`config.mk`:
```
export PLATFORM = sky130hd
export DESIGN_NAME = multicycle_ctrl
export DESIGN_NICKNAME = d
export VERILOG_FILES = /design/src/rtl/multicycle_ctrl.sv
export SDC_FILE = /design/constraint.sdc
export NUM_CORES = 1
export LEC_CHECK = 0
export BUFFER_PORTS_ARGS = -buffer_cell sky130_fd_sc_hd__buf_2
export CORE_MARGIN = 4
export CORE_UTILIZATION = 30
export DETAILED_ROUTE_END_ITERATION = 6
export GPL_TIMING_DRIVEN = 0
export PLACE_DENSITY_LB_ADDON = 0.2
export SYNTH_ARGS = -nofsm -noshare
export SYNTH_HDL_FRONTEND = slang
export SYNTH_SLANG_ARGS = --single-unit
```
`constraint.sdc`:
```
create_clock -name clk_i -period 1.44 [get_ports clk_i]
set_input_delay 0.144 -clock clk_i [delete_from_list [all_inputs] [get_ports clk_i]]
set_output_delay 0.144 -clock clk_i [all_outputs]
set_load 0.02 [all_outputs]
```
`src/rtl/multicycle_ctrl.sv`:
```
// Multi-cycle FETCH/DECODE/EXEC/MEM/WB sequencer for an RV32 integer subset with memory-timeout traps.
// Optional performance counters are enabled by defining MCYC_PERF_CNT_EN.
module multicycle_ctrl #(
    parameter int MEM_TIMEOUT = 16,
    parameter int CNT_W       = 32
) (
    input  logic        clk_i,
    input  logic        rst_n_i,
    input  logic [31:0] instr_i,
    output logic        imem_req_o,
    input  logic        imem_ready_i,
    output logic        ir_we_o,
    output logic        dmem_req_o,
    output logic        dmem_we_o,
    input  logic        dmem_ready_i,
    input  logic        branch_taken_i,
    output logic [2:0]  cmp_funct_o,
    output logic [3:0]  alu_ctrl_o,
    output logic        alu_src_o,
    output logic        pc_we_o,
    output logic [1:0]  pc_src_o,
    output logic        reg_we_o,
    output logic [1:0]  wb_sel_o,
    output logic        retire_o,
    output logic        trap_o,
    output logic [1:0]  trap_cause_o,
    output logic [2:0]  state_o
`ifdef MCYC_PERF_CNT_EN
    ,
    output logic [CNT_W-1:0] cycle_cnt_o,
    output logic [CNT_W-1:0] instret_cnt_o
`endif
);

    localparam int WAIT_W = $clog2(MEM_TIMEOUT + 1);
    localparam logic [WAIT_W-1:0] WAIT_LIM = WAIT_W'(MEM_TIMEOUT - 1);

    localparam logic [6:0] OP_R    = 7'h33;
    localparam logic [6:0] OP_I    = 7'h13;
    localparam logic [6:0] OP_LD   = 7'h03;
    localparam logic [6:0] OP_ST   = 7'h23;
    localparam logic [6:0] OP_BR   = 7'h63;
    localparam logic [6:0] OP_JAL  = 7'h6F;
    localparam logic [6:0] OP_JALR = 7'h67;

    typedef enum logic [2:0] {
        S_IDLE   = 3'd0,
        S_FETCH  = 3'd1,
        S_DECODE = 3'd2,
        S_EXEC   = 3'd3,
        S_MEM    = 3'd4,
        S_WB     = 3'd5,
        S_TRAP   = 3'd6
    } state_e;

    state_e            state_q, state_d;
    logic [WAIT_W-1:0] wait_q, wait_d;
    logic [1:0]        cause_q, cause_d;

    logic [6:0] opc;
    logic [2:0] funct3;
    logic [6:0] funct7;
    logic       is_alu, is_mem, is_store, is_jump, legal, dec_active;
    logic       unused_instr_bits;

    assign opc      = instr_i[6:0];
    assign funct3   = instr_i[14:12];
    assign funct7   = instr_i[31:25];
    assign is_alu   = (opc == OP_R) || (opc == OP_I);
    assign is_mem   = (opc == OP_LD) || (opc == OP_ST);
    assign is_store = (opc == OP_ST);
    assign is_jump  = (opc == OP_JAL) || (opc == OP_JALR);
    assign legal    = is_alu || is_mem || is_jump || (opc == OP_BR);
    assign unused_instr_bits = ^{instr_i[24:15], instr_i[11:7]};

    // IR contents are meaningless while fetching, so decode outputs are qualified by state.
    assign dec_active = (state_q == S_DECODE) || (state_q == S_EXEC) ||
                        (state_q == S_MEM)    || (state_q == S_WB);

    always_comb begin
        state_d     = state_q;
        wait_d      = '0;
        cause_d     = cause_q;
        imem_req_o  = 1'b0;
        ir_we_o     = 1'b0;
        dmem_req_o  = 1'b0;
        dmem_we_o   = 1'b0;
        cmp_funct_o = 3'b000;
        alu_ctrl_o  = 4'b0000;
        alu_src_o   = 1'b0;
        pc_we_o     = 1'b0;
        pc_src_o    = 2'b00;
        reg_we_o    = 1'b0;
        wb_sel_o    = 2'b00;
        retire_o    = 1'b0;

        if (dec_active) begin
            alu_src_o = !((opc == OP_I) || is_mem || (opc == OP_JALR));
            if (opc == OP_BR) begin
                cmp_funct_o = funct3;
            end
            case (opc)
                OP_R: begin
                    if (funct7 == 7'd0) begin
                        case (funct3)
                            3'b000:  alu_ctrl_o = 4'b0010;
                            3'b111:  alu_ctrl_o = 4'b0000;
                            default: alu_ctrl_o = 4'b0001;
                        endcase
                    end else begin
                        alu_ctrl_o = 4'b0110;
                    end
                end
                OP_BR:                alu_ctrl_o = 4'b0110;
                OP_LD, OP_ST, OP_JALR: alu_ctrl_o = 4'b0010;
                OP_I:                 alu_ctrl_o = 4'b1111;
                default:              alu_ctrl_o = 4'b0000;
            endcase
        end

        case (state_q)
            S_IDLE: state_d = S_FETCH;
            S_FETCH: begin
                imem_req_o = 1'b1;
                if (imem_ready_i) begin
                    ir_we_o = 1'b1;
                    state_d = S_DECODE;
                end else if (wait_q == WAIT_LIM) begin
                    state_d = S_TRAP;
                    cause_d = 2'b10;
                end else begin
                    wait_d = wait_q + 1'b1;
                end
            end
            S_DECODE: begin
                if (legal) begin
                    state_d = S_EXEC;
                end else begin
                    state_d = S_TRAP;
                    cause_d = 2'b01;
                end
            end
            S_EXEC: begin
                if (is_alu) begin
                    state_d = S_WB;
                end else if (is_mem) begin
                    state_d = S_MEM;
                end else if (opc == OP_BR) begin
                    pc_we_o  = 1'b1;
                    pc_src_o = branch_taken_i ? 2'b01 : 2'b00;
                    retire_o = 1'b1;
                    state_d  = S_FETCH;
                end else if (is_jump) begin
                    pc_we_o  = 1'b1;
                    pc_src_o = (opc == OP_JAL) ? 2'b10 : 2'b11;
                    state_d  = S_WB;
                end else begin
                    state_d = S_TRAP;
                    cause_d = 2'b01;
                end
            end
            S_MEM: begin
                dmem_req_o = 1'b1;
                dmem_we_o  = is_store;
                if (dmem_ready_i) begin
                    if (is_store) begin
                        pc_we_o  = 1'b1;
                        retire_o = 1'b1;
                        state_d  = S_FETCH;
                    end else begin
                        state_d = S_WB;
                    end
                end else if (wait_q == WAIT_LIM) begin
                    state_d = S_TRAP;
                    cause_d = 2'b11;
                end else begin
                    wait_d = wait_q + 1'b1;
                end
            end
            S_WB: begin
                reg_we_o = 1'b1;
                retire_o = 1'b1;
                // Jumps already wrote their target PC in EXEC.
                pc_we_o  = !is_jump;
                if (opc == OP_LD) begin
                    wb_sel_o = 2'b01;
                end else if (is_jump) begin
                    wb_sel_o = 2'b10;
                end
                state_d = S_FETCH;
            end
            S_TRAP:  state_d = S_TRAP;
            default: state_d = S_IDLE;
        endcase
    end

    always_ff @(posedge clk_i or negedge rst_n_i) begin
        if (!rst_n_i) begin
            state_q <= S_IDLE;
            wait_q  <= '0;
            cause_q <= 2'b00;
        end else begin
            state_q <= state_d;
            wait_q  <= wait_d;
            cause_q <= cause_d;
        end
    end

    assign trap_o       = (state_q == S_TRAP);
    assign trap_cause_o = cause_q;
    assign state_o      = state_q;

`ifdef MCYC_PERF_CNT_EN
    logic [CNT_W-1:0] cycle_cnt_q, cycle_cnt_d;
    logic [CNT_W-1:0] instret_cnt_q, instret_cnt_d;

    always_comb begin
        cycle_cnt_d   = cycle_cnt_q;
        instret_cnt_d = instret_cnt_q;
        if (state_q != S_TRAP) begin
            cycle_cnt_d = cycle_cnt_q + 1'b1;
            if (retire_o) begin
                instret_cnt_d = instret_cnt_q + 1'b1;
            end
        end
    end

    always_ff @(posedge clk_i or negedge rst_n_i) begin
        if (!rst_n_i) begin
            cycle_cnt_q   <= '0;
            instret_cnt_q <= '0;
        end else begin
            cycle_cnt_q   <= cycle_cnt_d;
            instret_cnt_q <= instret_cnt_d;
        end
    end

    assign cycle_cnt_o   = cycle_cnt_q;
    assign instret_cnt_o = instret_cnt_q;
`endif

endmodule

```
# == Word level (Yosys, flattened, before mapping) ==
# Cells that the tools add are included.
# totals
ff_bits,10
wordCells,106
output_inout_bits,25
inputBits,37
# classes
add_sub_neg,1
reduce_logical,20
n_eq_ne,24
mux,58
# op_table
op,count
2-bit two-way mux,18
3-bit two-way mux,10
7-bit equality test (second input constant),3
1-bit two-way mux,18
3-bit one-hot mux with 6 select lines,1
2-bit != test (second input constant),8
4-bit one-hot mux with 4 select lines,1
5-bit two-way mux,3
7-bit by 6-bit equality test with 1-bit output (second input constant),2
3-bit equality test (second input constant),4
1-bit logical OR,11
5-bit one-hot mux with 2 select lines,1
10-bit AND reduction,1
4-bit two-way mux,2
2-bit one-hot mux with 4 select lines,1
7-bit by 2-bit equality test with 1-bit output (second input constant),1
7-bit by 5-bit equality test with 1-bit output (second input constant),1
7-bit zero test,1
3-bit by 2-bit equality test with 1-bit output (second input constant),2
3-bit zero test,2
1-bit one-hot mux with 3 select lines,2
5-bit by 1-bit adder with 5-bit output (second input constant),1
5-bit by 4-bit equality test with 1-bit output (second input constant),1
2-bit one-hot mux with 2 select lines,1
other kinds (6),7

# == Depth between registers and ports, before layout ==
# depth
ltp_word,7
ltp_mapped,7

# == Least setup slack after synthesis ==
# OpenSTA, ideal clock, no wires.
# synth_path
kind,register to output
startpoint,reg state_q[0] (netlist: state_o[0])
endpoint,out retire_o
arrival_ps,1871
path_stages_with_launch,7
slack_ps,-575
n_path_buf,1
path_cell_list,dfrtp_1 > clkbuf_1 > nor3b_2 > nand2_1 > nor2_1 > nand2_1 > nand3_1
# synth_between
elab_chain_len,2
elab_cells_between_ends,4
classes_between,3 x eq/ne; 1 x mux
# synth_lines
element,line_no,text
from (decl),56,"state_e state_q, state_d;"
from (signal assigned),203,state_q <= state_d;
3-bit equality test / 3-bit by 2-bit equality test with 1-bit output (equally long branches),121,case (state_q)
1-bit one-hot mux with 3 select lines *,121,
to (decl),24,"output logic retire_o,"
# Every way passes the cells marked *; elsewhere a longest branch is shown, timed or not.

# == Worst setup path in the final report ==
# layout_path
startpoint,in instr_i[27]
endpoint,out alu_ctrl_o[0]
# layout_between
elab_chain_len,4
# layout_lines
element,line_no,text
from (decl),9,"input logic [31:0] instr_i,"
7-bit zero test,104,if (funct7 == 7'd0) begin
4-bit two-way mux,104,
4-bit one-hot mux with 4 select lines,102,case (opc)
4-bit two-way mux,97,if (dec_active) begin
to (decl),18,"output logic [3:0] alu_ctrl_o,"
# No other way between the ends.

==> metrics.md <==
| Metric | Value |
|---|---|
| Crit path arrival time | `1.70 ns` |
| CTS Buf Count | `3` |
| Avg Synthesized Cell Area | `7.54 um2` |
| Clock transition at path regs | `0.08 ns` |
| Worst-path cell chain | `buf_6 -> or4_4 -> nor4_4 -> o31ai_2 -> a31o_1 -> a211oi_4 -> buf_6` |
| Post-route cell area | `1940 um2` |
| CTS Sinks | `10` |
| Pins Over Slew Limit | `0` |
| DP HPWL | `2140 um` |
| Clock Tree Buf Depth | `2` |
| Int Pwr | `1.68 mW` |
| R2R Path End | `trap_cause_o[0]$_DFFE_PN0P_` |
| WP buf/inv | `2` |
| Buffers on Ports | `44` |
| P per Cell Area | `1520 nW/um2` |
| Sequential share of power | `0.156` |
| Post-DRT Antenna Nets | `0` |
| Clk pwr share | `0.087` |
| Reg-to-reg critical path startpoint | `state_o[0]$_DFF_PN0_` |
| GR Overflow Total | `0` |
| Max incr delay on CP | `0.53 ns` |
| Die X | `62.5 um` |
| Post-synthesis to final-layout area growth | `118%` |
| Syn Nets | `156` |
| Mapped Area | `890 um2` |
| Diode count | `0` |
| Synth top area cells | `dfrtp_1, nor2_1, a21oi_1, nand2_1, and3_1` |
| Hold Vio Cnt, Final | `0` |
| Vias per cell | `5.43` |
| Psw | `1.27 mW` |
| Residual DRC | `0` |
| Post-DP Area | `1250 um2` |
| R2R Setup Slk | `-0.23 ns` |
| Yosys warns | `0` |
| Slowest cell on the critical path | `or4_4` |
| Data required time at the worst endpoint | `1.30 ns` |
| Starting Density | `0.317` |
| Root buffer cell | `clkbuf_4` |
| Post-layout min period | `1.84 ns` |
| GRT Total Usage | `0.180` |
| Synth area leader | `dfrtp_1` |
| Via Count | `1,255` |
| Sw Share | `0.430` |
| H-tree levels | `1` |
| FF-to-FF path depth | `6` |
| Yosys cell types | `42` |
| Setup WS post-layout | `-0.403 ns` |
| I/O pin count | `62` |
| Post-synth EDFFs | `0` |
| Clk Latency, worst-skew pair | `0.27 ns` |
| Outcome | `complete, but fails checks` |
| HP Class | `primary input to asynchronous set/reset pin` |
| Failing checks | `setup timing` |
| Mapped Cells | `118` |
| Initial DRC Count | `42` |
| Number of cell rows | `19` |
| Setup TNS | `-4.33 ns` |
| Drt pass-1 iters | `4` |
| Post-synth top flop | `dfrtp_1` |
| Register area share after synthesis | `0.281` |
| Critical setup path kind | `primary input to output port` |
| Yosys reg bits | `10` |
| Part of the power in combinational logic | `0.757` |
| Fin Clk Skew | `0.00669 ns` |
| Final WL | `3830 um` |
| Maximum clock rate | `543 MHz` |
| CP most frequent cell | `buf_6` |
| Die height | `62.5 um` |
| # Max-Cap Violations | `0` |
| Vias in the first global route | `1,229` |
| Final Cycle Share | `1.28` |
| First-pass GRT wire length | `5750 um` |
| Worst setup EP type | `output port` |
| CTS tree | `done` |
| Post-synth top area share | `0.281` |
| Final #Nets | `239` |
| Largest net degree at the start of global routing | `11` |
| Core box area | `2810 um2` |
| Wire per inst | `16.6 um` |
| Placer Congestion | `0.814` |
| RSZ-0062 raised after global routing | `true` |
| P_leak | `0.860 nW` |
| Die ar. | `3900 um2` |
| Worst-path maximum fanout | `2` |
| Worst slew pin tran | `0.437 ns` |
| Share of cells above drive strength 1 | `0.720` |
| Initial antenna violation count | `0` |
| Asr flop ratio synth | `1.00` |
| CP startpoint kind | `primary input` |
| CP delay by family, top | `simple AND/OR/NAND/NOR gates` |
| Peak VDD IR | `0.734 mV` |
| Setup violations, final | `25` |
| Relative slew slack | `0.709` |
[placed cells by master, fill, tap and decap left out, types with 5 or more instances in the layout]
| cell type | synthesis | final |
|---|---|---|
| buf_2 | 3 | 24 |
| a21oi_1 | 10 | 6 |
| buf_6 | 0 | 32 |
| nand2_1 | 10 | 5 |
| nor2_4 | 0 | 8 |
| dfrtp_1 | 10 | 7 |
| nor2_1 | 19 | 7 |
| buf_4 | 0 | 24 |
[through the flow]
step | utilization | hold WS [ns] | total power [mW] | setup WS (ns) | instances
finish | 0.690 | 0.269 | 2.95 | -0.403 | 231
global route | 0.690 | 0.291 | 3.10 | -0.505 | 231
CTS | 0.613 | 0.245 | 2.48 | -0.364 | 218
detailed placement | 0.446 | 0.0190 | 1.49 | -0.427 | 193
global placement | 0.446 | 0.0135 | 1.49 | -0.405 | 193
floorplan | - | -0.152 | 1.20 | -0.241 | 118
[logic make-up (layout without fill, tap and decap cells)]
family,count (synthesis),count (layout),share of synthesized area
buffers and inverters,10,92,0.0464
AO/OA/AOI/OAI,29,29,0.215
AND/OR/NAND/NOR,66,66,0.423
adder cells (fa/ha/maj),1,1,0.0141
XOR/XNOR,2,2,0.0197
flip-flops,10,10,0.281
[Yosys cell counts, types with 2 or more instances]
cell type,number
nor2b_1,2
o21ai_0,2
dfrtp_1,10
and2_1,4
nand2b_1,2
nor3b_1,3
a21o_1,2
or2_1,2
a21oi_1,10
clkbuf_1,3
nand2_1,10
nor2_1,19
nand4_1,2
a211oi_1,2
o21ai_1,3
and3_1,5
nand3_1,4
nor3_1,4
inv_1,4
buf_2,3
[metal layers]
| layer | wire (um) | vias to the layer above | global-route usage |
|---|---|---|---|
| met1 | 1530 | 612 | 0.204 |
| li1 | - | 594 | - |
| met5 | 0 | - | 0 |
| met4 | 76 | 0 | 0.0579 |
| met2 | 2040 | 41 | 0.330 |
| met3 | 182 | 8 | 0.0396 |
[timing repair]
item	CTS	global route
buffers inserted	22	15
pin swaps	25	17
endpoints found under the hold margin	10	0
setup endpoints to repair	23	28
gates resized for setup	75	32
hold buffers	1	0
gates cloned	0	0
[how the worst max path moves through the flow]
stage,startpoint,end,slack (ns),cells past startpoint
after detailed placement,instr_i[27],alu_ctrl_o[0],-0.43,7
after global routing,instr_i[27],alu_ctrl_o[0],-0.51,7
final,instr_i[27],alu_ctrl_o[0],-0.40,7
after CTS,instr_i[27],alu_ctrl_o[0],-0.36,7
after global placement,instr_i[27],alu_ctrl_o[0],-0.41,7
after floorplan,state_o[0]$_DFF_PN0_,retire_o,-0.24,6
[final cells by class]
type / count / area [um2]
multi-input cells: 98 / 893
fillers: 203 / 868
repair buffers: 81 / 671
flip-flops and latches: 10 / 254
well taps: 31 / 38.8
clock buffers: 4 / 36.3
plain buffers: 3 / 26.3
inverters: 4 / 17.5
[flip-flops by register name, indices dropped and copies added, names as in the netlist]
register	count
state_o	3
trap_cause_o	2
wait_q	5
[power groups by stage]
| stage | registers [mW] | clock network [mW] | logic, mW |
|---|---|---|---|
| finish | 0.459 | 0.257 | 2.23 |
| global route | 0.468 | 0.279 | 2.36 |
| CTS | 0.408 | 0.263 | 1.81 |
| detailed placement | 0.387 | 0 | 1.10 |
| global placement | 0.384 | 0 | 1.11 |
| floorplan | 0.440 | 0 | 0.757 |
No activity file was read; power rests on OpenSTA's default activity.
